===== src/rtl/fb_scan_if.sv =====
// Frame-buffer scan bus: raster control input plus read strobe/address,
// raster position and display timing outputs of the scan controller.
//
// Handshake: there is no backpressure on this bus. scan_en is a level
// qualifier: while it is 1 the controller advances one raster point per
// clock; while it is 0 every output holds. fb_rd_en is a one-clock read
// strobe: each clock it is 1, fb_addr is a valid address that the RAM must
// accept that clock. fb_addr is don't-care while fb_rd_en is 0.
interface fb_scan_if #(
  parameter int ADDR_W = 17
);
  logic              scan_en;
  logic [ADDR_W-1:0] fb_addr;
  logic              fb_rd_en;
  logic [10:0]       h_pos;
  logic [9:0]        v_pos;
  logic              hsync;
  logic              vsync;
  logic              de;
  logic              img_de;
  logic              frame_start;

  modport master (
    input  scan_en,
    output fb_addr, fb_rd_en, h_pos, v_pos, hsync, vsync, de, img_de, frame_start
  );

  modport slave (
    output scan_en,
    input  fb_addr, fb_rd_en, h_pos, v_pos, hsync, vsync, de, img_de, frame_start
  );
endinterface


===== src/rtl/fb_scan_controller.sv =====
// Frame-buffer scan controller: raster counters, scaled read-address
// sequencing, sync/DE generation, and a delay line that aligns the timing
// outputs with data returned by the frame-buffer RAM.
module fb_scan_controller #(
  parameter int H_ACTIVE = 800,
  parameter int H_FP     = 40,
  parameter int H_SYNC   = 128,
  parameter int H_BP     = 88,
  parameter int V_ACTIVE = 600,
  parameter int V_FP     = 1,
  parameter int V_SYNC   = 4,
  parameter int V_BP     = 23,
  parameter bit HS_POL   = 1'b1,
  parameter bit VS_POL   = 1'b1,
  parameter int IMG_W    = 400,
  parameter int IMG_H    = 300,
  parameter int SCALE    = 2,
  parameter int RD_LAT   = 1,
  parameter int ADDR_W   = 17
) (
  input  logic       clk,
  input  logic       rst_n,
  fb_scan_if.master  bus
);

  // Raster geometry
  localparam int H_TOT = H_ACTIVE + H_FP + H_SYNC + H_BP;
  localparam int V_TOT = V_ACTIVE + V_FP + V_SYNC + V_BP;

  localparam logic [10:0] HC_LAST     = 11'(H_TOT - 1);
  localparam logic [10:0] HC_ACT      = 11'(H_ACTIVE);
  localparam logic [10:0] HS_START    = 11'(H_ACTIVE + H_FP);
  localparam logic [10:0] HS_END      = 11'(H_ACTIVE + H_FP + H_SYNC);
  localparam logic [10:0] HC_WIN      = 11'(IMG_W * SCALE);
  localparam logic [10:0] HC_WIN_LAST = 11'(IMG_W * SCALE - 1);

  localparam logic [9:0]  VC_LAST     = 10'(V_TOT - 1);
  localparam logic [9:0]  VC_ACT      = 10'(V_ACTIVE);
  localparam logic [9:0]  VS_START    = 10'(V_ACTIVE + V_FP);
  localparam logic [9:0]  VS_END      = 10'(V_ACTIVE + V_FP + V_SYNC);
  localparam logic [9:0]  VC_WIN      = 10'(IMG_H * SCALE);

  localparam logic [1:0]  SUB_LAST    = 2'(SCALE - 1);
  localparam logic [ADDR_W-1:0] LINE_STEP = ADDR_W'(IMG_W);

  // Raster counters and address sequencer state
  logic [10:0]       hc_q, hc_d;
  logic [9:0]        vc_q, vc_d;
  logic [1:0]        xs_q, xs_d;
  logic [1:0]        ys_q, ys_d;
  logic [ADDR_W-1:0] addr_q, addr_d;
  logic [ADDR_W-1:0] lb_q, lb_d;

  // fb_addr stage registers
  logic [ADDR_W-1:0] fb_addr_q;
  logic              fb_rd_en_q;
  logic [10:0]       h_pos_q;
  logic [9:0]        v_pos_q;
  logic              frame_start_q;
  logic              hs_s1_q, vs_s1_q, de_s1_q, img_s1_q;

  // RAM-latency delay line for the timing outputs
  logic [RD_LAT-1:0] hs_pipe_q, vs_pipe_q, de_pipe_q, img_pipe_q;

  // Decodes of the current raster point
  logic hc_last, vc_last, win, line_end;
  logic hs_raw, vs_raw, de_raw;

  assign hc_last  = (hc_q == HC_LAST);
  assign vc_last  = (vc_q == VC_LAST);
  assign win      = (hc_q < HC_WIN) && (vc_q < VC_WIN);
  assign line_end = (hc_q == HC_WIN_LAST);
  assign hs_raw   = ((hc_q >= HS_START) && (hc_q < HS_END)) ? HS_POL : ~HS_POL;
  assign vs_raw   = ((vc_q >= VS_START) && (vc_q < VS_END)) ? VS_POL : ~VS_POL;
  assign de_raw   = (hc_q < HC_ACT) && (vc_q < VC_ACT);

  // Next raster point and next read address; addr_q always holds the
  // address of the point currently addressed by hc_q/vc_q.
  always_comb begin
    hc_d   = hc_q;
    vc_d   = vc_q;
    xs_d   = xs_q;
    ys_d   = ys_q;
    addr_d = addr_q;
    lb_d   = lb_q;

    if (hc_last) begin
      hc_d = '0;
      vc_d = vc_last ? '0 : vc_q + 10'd1;
    end else begin
      hc_d = hc_q + 11'd1;
    end

    if (win) begin
      if (line_end) begin
        // Last window pixel of the line: replay the line or move to the next one
        xs_d = '0;
        if (ys_q != SUB_LAST) begin
          ys_d   = ys_q + 2'd1;
          addr_d = lb_q;
        end else begin
          ys_d   = '0;
          lb_d   = lb_q + LINE_STEP;
          addr_d = lb_q + LINE_STEP;
        end
      end else if (xs_q == SUB_LAST) begin
        xs_d   = '0;
        addr_d = addr_q + 1'b1;
      end else begin
        xs_d = xs_q + 2'd1;
      end
    end

    // Frame wrap overrides everything so the image is re-anchored at 0 each frame
    if (hc_last && vc_last) begin
      xs_d   = '0;
      ys_d   = '0;
      addr_d = '0;
      lb_d   = '0;
    end
  end

  // Raster counter and address sequencer registers, frozen while scan_en is low
  always_ff @(posedge clk or negedge rst_n) begin
    if (!rst_n) begin
      hc_q   <= '0;
      vc_q   <= '0;
      xs_q   <= '0;
      ys_q   <= '0;
      addr_q <= '0;
      lb_q   <= '0;
    end else if (bus.scan_en) begin
      hc_q   <= hc_d;
      vc_q   <= vc_d;
      xs_q   <= xs_d;
      ys_q   <= ys_d;
      addr_q <= addr_d;
      lb_q   <= lb_d;
    end
  end

  // fb_addr stage: read strobe, address, position and raw timing of the current point
  always_ff @(posedge clk or negedge rst_n) begin
    if (!rst_n) begin
      fb_addr_q     <= '0;
      fb_rd_en_q    <= 1'b0;
      h_pos_q       <= '0;
      v_pos_q       <= '0;
      frame_start_q <= 1'b0;
      hs_s1_q       <= ~HS_POL;
      vs_s1_q       <= ~VS_POL;
      de_s1_q       <= 1'b0;
      img_s1_q      <= 1'b0;
    end else if (bus.scan_en) begin
      // Address only moves inside the window, so it never shows a past-the-end value
      if (win) begin
        fb_addr_q <= addr_q;
      end
      fb_rd_en_q    <= win;
      h_pos_q       <= hc_q;
      v_pos_q       <= vc_q;
      frame_start_q <= (hc_q == 11'd0) && (vc_q == 10'd0);
      hs_s1_q       <= hs_raw;
      vs_s1_q       <= vs_raw;
      de_s1_q       <= de_raw;
      img_s1_q      <= win;
    end
  end

  // Delay line matching the frame-buffer read latency
  always_ff @(posedge clk or negedge rst_n) begin
    if (!rst_n) begin
      hs_pipe_q  <= {RD_LAT{~HS_POL}};
      vs_pipe_q  <= {RD_LAT{~VS_POL}};
      de_pipe_q  <= '0;
      img_pipe_q <= '0;
    end else if (bus.scan_en) begin
      hs_pipe_q[0]  <= hs_s1_q;
      vs_pipe_q[0]  <= vs_s1_q;
      de_pipe_q[0]  <= de_s1_q;
      img_pipe_q[0] <= img_s1_q;
      for (int i = 1; i < RD_LAT; i++) begin
        hs_pipe_q[i]  <= hs_pipe_q[i-1];
        vs_pipe_q[i]  <= vs_pipe_q[i-1];
        de_pipe_q[i]  <= de_pipe_q[i-1];
        img_pipe_q[i] <= img_pipe_q[i-1];
      end
    end
  end

  assign bus.fb_addr     = fb_addr_q;
  assign bus.fb_rd_en    = fb_rd_en_q;
  assign bus.h_pos       = h_pos_q;
  assign bus.v_pos       = v_pos_q;
  assign bus.frame_start = frame_start_q;
  assign bus.hsync       = hs_pipe_q[RD_LAT-1];
  assign bus.vsync       = vs_pipe_q[RD_LAT-1];
  assign bus.de          = de_pipe_q[RD_LAT-1];
  assign bus.img_de      = img_pipe_q[RD_LAT-1];

endmodule


===== src/flat_wrapper.sv =====
// flat-port wrapper written by rule: the top's interface ports become plain ports
module fb_scan_controller_flat 
#(
  parameter int H_ACTIVE = 800,
  parameter int H_FP     = 40,
  parameter int H_SYNC   = 128,
  parameter int H_BP     = 88,
  parameter int V_ACTIVE = 600,
  parameter int V_FP     = 1,
  parameter int V_SYNC   = 4,
  parameter int V_BP     = 23,
  parameter bit HS_POL   = 1'b1,
  parameter bit VS_POL   = 1'b1,
  parameter int IMG_W    = 400,
  parameter int IMG_H    = 300,
  parameter int SCALE    = 2,
  parameter int RD_LAT   = 1,
  parameter int ADDR_W   = 17
)
  (clk, rst_n, bus_scan_en, bus_fb_addr, bus_fb_rd_en, bus_h_pos, bus_v_pos, bus_hsync, bus_vsync, bus_de, bus_img_de, bus_frame_start);
  fb_scan_if #(.ADDR_W(ADDR_W)) bus_i ();
  input  logic clk;
  input  logic rst_n;
  input wire logic [$bits(bus_i.scan_en)-1:0] bus_scan_en;
  output wire logic [$bits(bus_i.fb_addr)-1:0] bus_fb_addr;
  output wire logic [$bits(bus_i.fb_rd_en)-1:0] bus_fb_rd_en;
  output wire logic [$bits(bus_i.h_pos)-1:0] bus_h_pos;
  output wire logic [$bits(bus_i.v_pos)-1:0] bus_v_pos;
  output wire logic [$bits(bus_i.hsync)-1:0] bus_hsync;
  output wire logic [$bits(bus_i.vsync)-1:0] bus_vsync;
  output wire logic [$bits(bus_i.de)-1:0] bus_de;
  output wire logic [$bits(bus_i.img_de)-1:0] bus_img_de;
  output wire logic [$bits(bus_i.frame_start)-1:0] bus_frame_start;
  assign bus_i.scan_en = bus_scan_en;
  assign bus_fb_addr = bus_i.fb_addr;
  assign bus_fb_rd_en = bus_i.fb_rd_en;
  assign bus_h_pos = bus_i.h_pos;
  assign bus_v_pos = bus_i.v_pos;
  assign bus_hsync = bus_i.hsync;
  assign bus_vsync = bus_i.vsync;
  assign bus_de = bus_i.de;
  assign bus_img_de = bus_i.img_de;
  assign bus_frame_start = bus_i.frame_start;
  fb_scan_controller #(.H_ACTIVE(H_ACTIVE), .H_FP(H_FP), .H_SYNC(H_SYNC), .H_BP(H_BP), .V_ACTIVE(V_ACTIVE), .V_FP(V_FP), .V_SYNC(V_SYNC), .V_BP(V_BP), .HS_POL(HS_POL), .VS_POL(VS_POL), .IMG_W(IMG_W), .IMG_H(IMG_H), .SCALE(SCALE), .RD_LAT(RD_LAT), .ADDR_W(ADDR_W)) u_core (.clk(clk), .rst_n(rst_n), .bus(bus_i));
endmodule

===== config.mk =====
export PLATFORM = sky130hd
export DESIGN_NAME = fb_scan_controller_flat
export DESIGN_NICKNAME = d
export VERILOG_FILES = /design/src/rtl/fb_scan_if.sv /design/src/rtl/fb_scan_controller.sv /design/src/flat_wrapper.sv
export SDC_FILE = /design/constraint.sdc
export NUM_CORES = 1
export LEC_CHECK = 0
export ABC_AREA = 1
export CAP_MARGIN = 20
export CELL_PAD_IN_SITES_DETAIL_PLACEMENT = 2
export CELL_PAD_IN_SITES_GLOBAL_PLACEMENT = 2
export CORE_MARGIN = 3
export CORE_UTILIZATION = 34
export CTS_BUF_LIST = sky130_fd_sc_hd__clkbuf_16
export DETAILED_ROUTE_END_ITERATION = 7
export HOLD_SLACK_MARGIN = 0.15
export PLACE_DENSITY_LB_ADDON = 0.1
export SYNTH_ARGS = -nofsm -noshare
export SYNTH_HDL_FRONTEND = slang
export SYNTH_SLANG_ARGS = --single-unit
export TNS_END_PERCENT = 20

===== constraint.sdc =====
create_clock -name clk -period 2.1 [get_ports clk]
set_clock_uncertainty 0.2 [all_clocks]
set_input_delay 0.21 -clock clk [delete_from_list [all_inputs] [get_ports clk]]
set_output_delay 0.21 -clock clk [all_outputs]
set_load 0.05 [all_outputs]

Word level (Yosys, flattened, before mapping)

Cells that the tools add are included.

Register bits: 104
Bits of input ports: 3
Output and inout bits: 44
Word-level logic and storage cells: 68

$add $sub $neg: 6
$lt $le $gt $ge: 6
Equality and inequality tests: 5
Muxes and demuxes: 20
Reductions and logical operators: 15

Operator list:

| operator                                                                               | count |
|---|---|
| 17-bit 2-to-1 mux                                                                      | 8 |
| 11-bit by 10-bit less-than comparator with 1-bit output (second input constant)        | 2 |
| 10-bit less-than comparator (second input constant)                                    | 2 |
| 17-bit by 1-bit adder with 17-bit output (second input constant)                       | 1 |
| 17-bit by 9-bit adder with 17-bit output (second input constant)                       | 1 |
| 2-bit 2-to-1 mux                                                                       | 8 |
| 11-bit by 1-bit adder with 11-bit output (second input constant)                       | 1 |
| 11-bit by 10-bit equality test with 1-bit output (second input constant)               | 1 |
| 11-bit equality test (second input constant)                                           | 1 |
| 11-bit by 10-bit greater-or-equal comparator with 1-bit output (second input constant) | 1 |
| 11-bit zero test                                                                       | 1 |
| 11-bit 2-to-1 mux                                                                      | 1 |
| 10-bit by 1-bit adder with 10-bit output (second input constant)                       | 1 |
| 10-bit equality test (second input constant)                                           | 1 |
| 10-bit greater-or-equal comparator (second input constant)                             | 1 |
| 10-bit zero test                                                                       | 1 |
| 10-bit 2-to-1 mux                                                                      | 1 |
| 2-bit AND reduction                                                                    | 3 |
| 3-bit AND reduction                                                                    | 2 |
| 1-bit logical AND                                                                      | 5 |
| 2-bit by 1-bit adder with 2-bit output (second input constant)                         | 2 |
| 2-bit nonzero test                                                                     | 2 |
| 3-bit nonzero test                                                                     | 1 |
| 2-bit by 1-bit equality test with 1-bit output (second input constant)                 | 1 |
| other kinds (2)                                                                        | 3 |

Depth between registers and ports, before layout

Depth in word-level cells: 5
Depth in mapped cells: 12
Mapped depth without buffers: 11

Worst setup path before layout

Ideal clock, no wire load.

Path type: flip-flop to flip-flop
Start: register u_core.hc_q[1]
End: register u_core.addr_q[11]
Library setup time: 0.122 ns
Data arrival time: 1.563 ns
Required time: 1.778 ns
Slack: 0.215 ns
Stages on the path, launching flop included: 13
Path buffers: 2
Period minus slack after synthesis: 1.885 ns
Path through: dfrtp_1 ha_1 nand2_1 nor2_4 nand2_2 nor2_8 nand3_4 nand2_4 nand2_4 buf_6 buf_8 nand2_2 o21ai_2

Word-level cells in the longest chain between the ends: 4
Elaborated cells on any way between the ends: 11
Classes of those cells: order compare: 1; eq/ne: 2; mux: 3; reduce/logical: 5

Ends and longest elaborated chain:

| element                                                                         | RTL line                  | source |
|---|---|---|
| start: declaration                                                              | fb_scan_controller.sv:47  | `logic [10:0] hc_q, hc_d;` |
| start signal: assignment                                                        | fb_scan_controller.sv:126 | `hc_q <= '0;` |
| start signal: assignment                                                        | fb_scan_controller.sv:133 | `hc_q <= hc_d;` |
| 11-bit by 10-bit less-than comparator with 1-bit output (tied with other cells) | fb_scan_controller.sv:71  | `assign win = (hc_q < HC_WIN) && (vc_q < VC_WIN);` |
| 1-bit logical AND (tied with other cells)                                       | fb_scan_controller.sv:71  |  |
| 2-bit nonzero test (no line) (tied with other cells)                            | -                         |  |
| 3-bit AND reduction (no line) / 17-bit 2-to-1 mux (equally long branches)       | -                         |  |
| end signal: assignment                                                          | fb_scan_controller.sv:137 | `addr_q <= addr_d;` |
| end: declaration                                                                | fb_scan_controller.sv:51  | `logic [ADDR_W-1:0] addr_q, addr_d;` |

Several ways; a longest one is shown, not always the timed one. The select of a mux whose other input is x is not followed.
A chain may end at the register's enable or synchronous reset.

Worst setup path after layout

Start: register u_core.hc_q[0]
End: register u_core.addr_q[3]

The elaborated chain is that of the path after synthesis.

==> metrics.md <==
| Metric | Value |
|---|---|
| Status | complete, no violations |
| Site Rows | 45 |
| CTS tree | done |
| Top cells by area, synth | dfrtp_1, nand2_1, o21ai_0 |
| CP peak stage delay | 0.41 ns |
| Area Growth Syn to Fin | 25.3% |
| I/O pins | 47 |
| Layout Cells excl Fill | 963 |
| Share of cells above drive strength 1 | 14.0% |
| Placed instance count | 941 |
| Synth Instances | 677 |
| CP Max Fanout | 9 |
| Iter 0 DRT Violations | 210 |
| Synth warn | 0 |
| Top-count cell post-synth | nand2_1 |
| Leakage | 3.08 nW |
| Final Hold Viols | 0 |
| Max frequency | 494 MHz |
| Die W | 131 um |
| Initial Utilization | 34.8% |
| Cell variety after synth | 37 |
| Total Routing Usage GR | 20.4% |
| Synth Register Bits | 100 |
| CP Class | flip-flop to flip-flop |
| Synth top cells by count | nand2_1, dfrtp_1, inv_1, o21ai_0, nand3_1 |
| Commonest register cell after synthesis | dfrtp_1 |
| Critical Path AT | 2.10 ns |
| Die height | 131 um |
| RSZ-0062 raised after global routing | true |
| Max-Slew Margin vs Limit | 65.8% |
| DRC | 0 |
| Setup TNS | 0 ns |
| Critical Path, Cell by Cell | ha_4 > nand2_2 > nor2_4 > nand2_4 > nor2_8 > nand3_4 > nand2_8 > nand2_8 > clkbuf_16 > o21ai_0 |
| Largest net degree at the start of global routing | 47 |
| Initial antenna violation count | 0 |
| CTS Buf Count | 9 |
| Tightest Hold Check Type | primary input to async pin |
| Worst-Margin Slew | 0.511 ns |
| R2R setup slack | 0.08 ns |
| Post-DP Area | 6140 um^2 |
| Final GP Congestion | 0.822 |
| Crit end category | flip-flop |
| Clk pin slew, worst setup/hold paths | 0.07 ns |
| Post-DP HPWL | 12100 um |
| Die ar. | 17200 um^2 |
| Vias per inst | 5.02 |
| Post-synth EDFFs | 0 |
| H-tree levels | 3 |
| Syn_nets | 688 |
| Antenna cells | 0 |
| Wirelength per Cell | 17.1 um |
| Max clock buf depth | 2 |
| Clk_lat worst skew | 0.35 ns |
| Post-synth top area cell | dfrtp_1 |
| Register area share after synthesis | 47.1% |
| Synth top area share | 47.1% |
| # fillers | 1707 |
| Crit-path slowest cell | dfrtp_1 |
| Drt first pass iters | 4 |
| Routed Antenna Nets | 0 |
| Root buffer cell | clkbuf_16 |
| Synthesized area per cell | 7.85 um^2 |
| Total Wirelength | 16500 um |
| WP data required | 2.17 ns |
| Final slew viol count | 0 |
| Routed via count | 4836 |
| Asr flop ratio synth | 100% |
| Syn Std Cell Area | 5310 um^2 |
| Clk sink count | 100 |
| Max_cap viols | 0 |
| Vias in the first global route | 5198 |
| Overflow after GRT | 0 |
| Pwr dens | 886 nW/um^2 |
| Fin crit period | 2.02 ns |
| CP startpoint kind | flip-flop |
| Final #Nets | 758 |
| PortBufs | 46 |
| First-pass GRT wire length | 27400 um |
| Final setup fails | 0 |
| Core ar. | 15300 um^2 |
| Final Instance Area | 6660 um^2 |
| Critical path's most frequent cell | nand2_8 |
| Crit share post-route | 96.4% |
| Peak supply drop | 0.000565 V |
==> power by group <==
group	internal (mW)	total [mW]	switching, mW
clock	1.16	1.94	0.780
sequential	2.16	2.40	0.237
combinational	0.532	1.55	1.02
total	3.86	5.90	2.04
==> cells in the final DEF, fill, tap and decap left out, drive strengths merged, types with 2 or more instances in the layout <==
cell type and instances:
o31ai 2, nand2 217, a211oi 2, nand3 58, clkinv 2, clkdlybuf4s50 45
o21ai 78, nor2 54, buf 34, bufinv 3, o211ai 2, ha 8
a21oi 10, nor3 13, clkbuf 10, nand4 19, dfrtp 100, inv 74
xor2 12
==> metrics by stage <==
step                      setup slack (ns)  hold slack (ns)  util [%]  power [mW]
after floorplan                      0.215           -0.286         -        3.33
after global routing               -0.0250            0.192      43.6        6.23
after CTS                           0.0152            0.163      42.6        5.90
after global placement             0.00917          0.00300      40.3        3.84
final                               0.0754            0.158      43.6        5.90
after detailed placement           -0.0388          0.00455      40.3        3.91
==> routing by layer <==
| layer | share of wire, % | track usage (%) | vias to the layer above |
|---|---|---|---|
| met2 | 54 | 37.8 | 52 |
| li1 | - | - | 2327 |
| met4 | 1.5 | 4.30 | 0 |
| met5 | 0 | 0 | - |
| met3 | 2.0 | 3.86 | 21 |
| met1 | 43 | 24.4 | 2436 |
==> critical path, delay by kind of cell, from the launching register on <==
kind | cells | cell delay [ns]
adder cells (fa/ha/maj) | 1 | 0.16
AND/OR/NAND/NOR | 7 | 0.81
flip-flops | 1 | 0.41
AO/OA/AOI/OAI | 1 | 0.16
buffers and inverters | 1 | 0.17
==> cell type report <==
type / count / area [um^2] / area share (%)
tap: 211 / 264 / 3.97
timing repair buffer: 81 / 797 / 12.0
inverter: 73 / 274 / 4.12
multi-input combinational: 482 / 2480 / 37.2
clock inverter: 7 / 114 / 1.71
sequential: 100 / 2500 / 37.6
clock buffer: 9 / 225 / 3.38
==> cells by family (layout without fill, tap and decap cells) <==
group	after synthesis	count (layout)	synth area share, %
mux	1	1	0.212
compound gates	98	98	10.2
fa+ha+maj	8	8	1.88
buf+inv	95	170	7.66
xor+xnor	13	13	2.14
simple gates	362	362	30.8
flops	100	100	47.1
==> final timing paths <==
| kind | start | endpoint | cells after the start |
|---|---|---|---|
| max | u_core.hc_q[0] | u_core.addr_q[3] | 10 |
| min | rst_n | u_core.bus.v_pos[1] | 2 |
| max reg2reg | u_core.hc_q[0] | u_core.addr_q[3] | 10 |
| min reg2reg | u_core.bus.v_pos[5] | u_core.bus.v_pos[5] | 2 |
| max in group asynchronous | rst_n | u_core.addr_q[1] | 3 |
| min in group clk | u_core.bus.v_pos[5] | u_core.bus.v_pos[5] | 2 |
==> registers in the layout, indices dropped and copies added, names as in the netlist, 2 cells and up <==
name,cells
u_core.lb_q,13
u_core.bus.fb_addr,17
u_core.bus.h_pos,11
u_core.xs_q,2
u_core.hc_q,11
u_core.vc_q,10
u_core.bus.v_pos,10
u_core.addr_q,17
u_core.ys_q,2
==> repair_timing <==
| item | in CTS | in global routing |
|---|---|---|
| hold endpoints to repair | 100 | 0 |
| hold buffers | 1 | 0 |
| gates resized for setup | 2 | 31 |
| endpoints found under the setup margin | 7 | 46 |
| gates cloned | 0 | 1 |
| setup buffers | 0 | 4 |
| pin swaps | 0 | 6 |
Power figures use the tool's default switching activity.
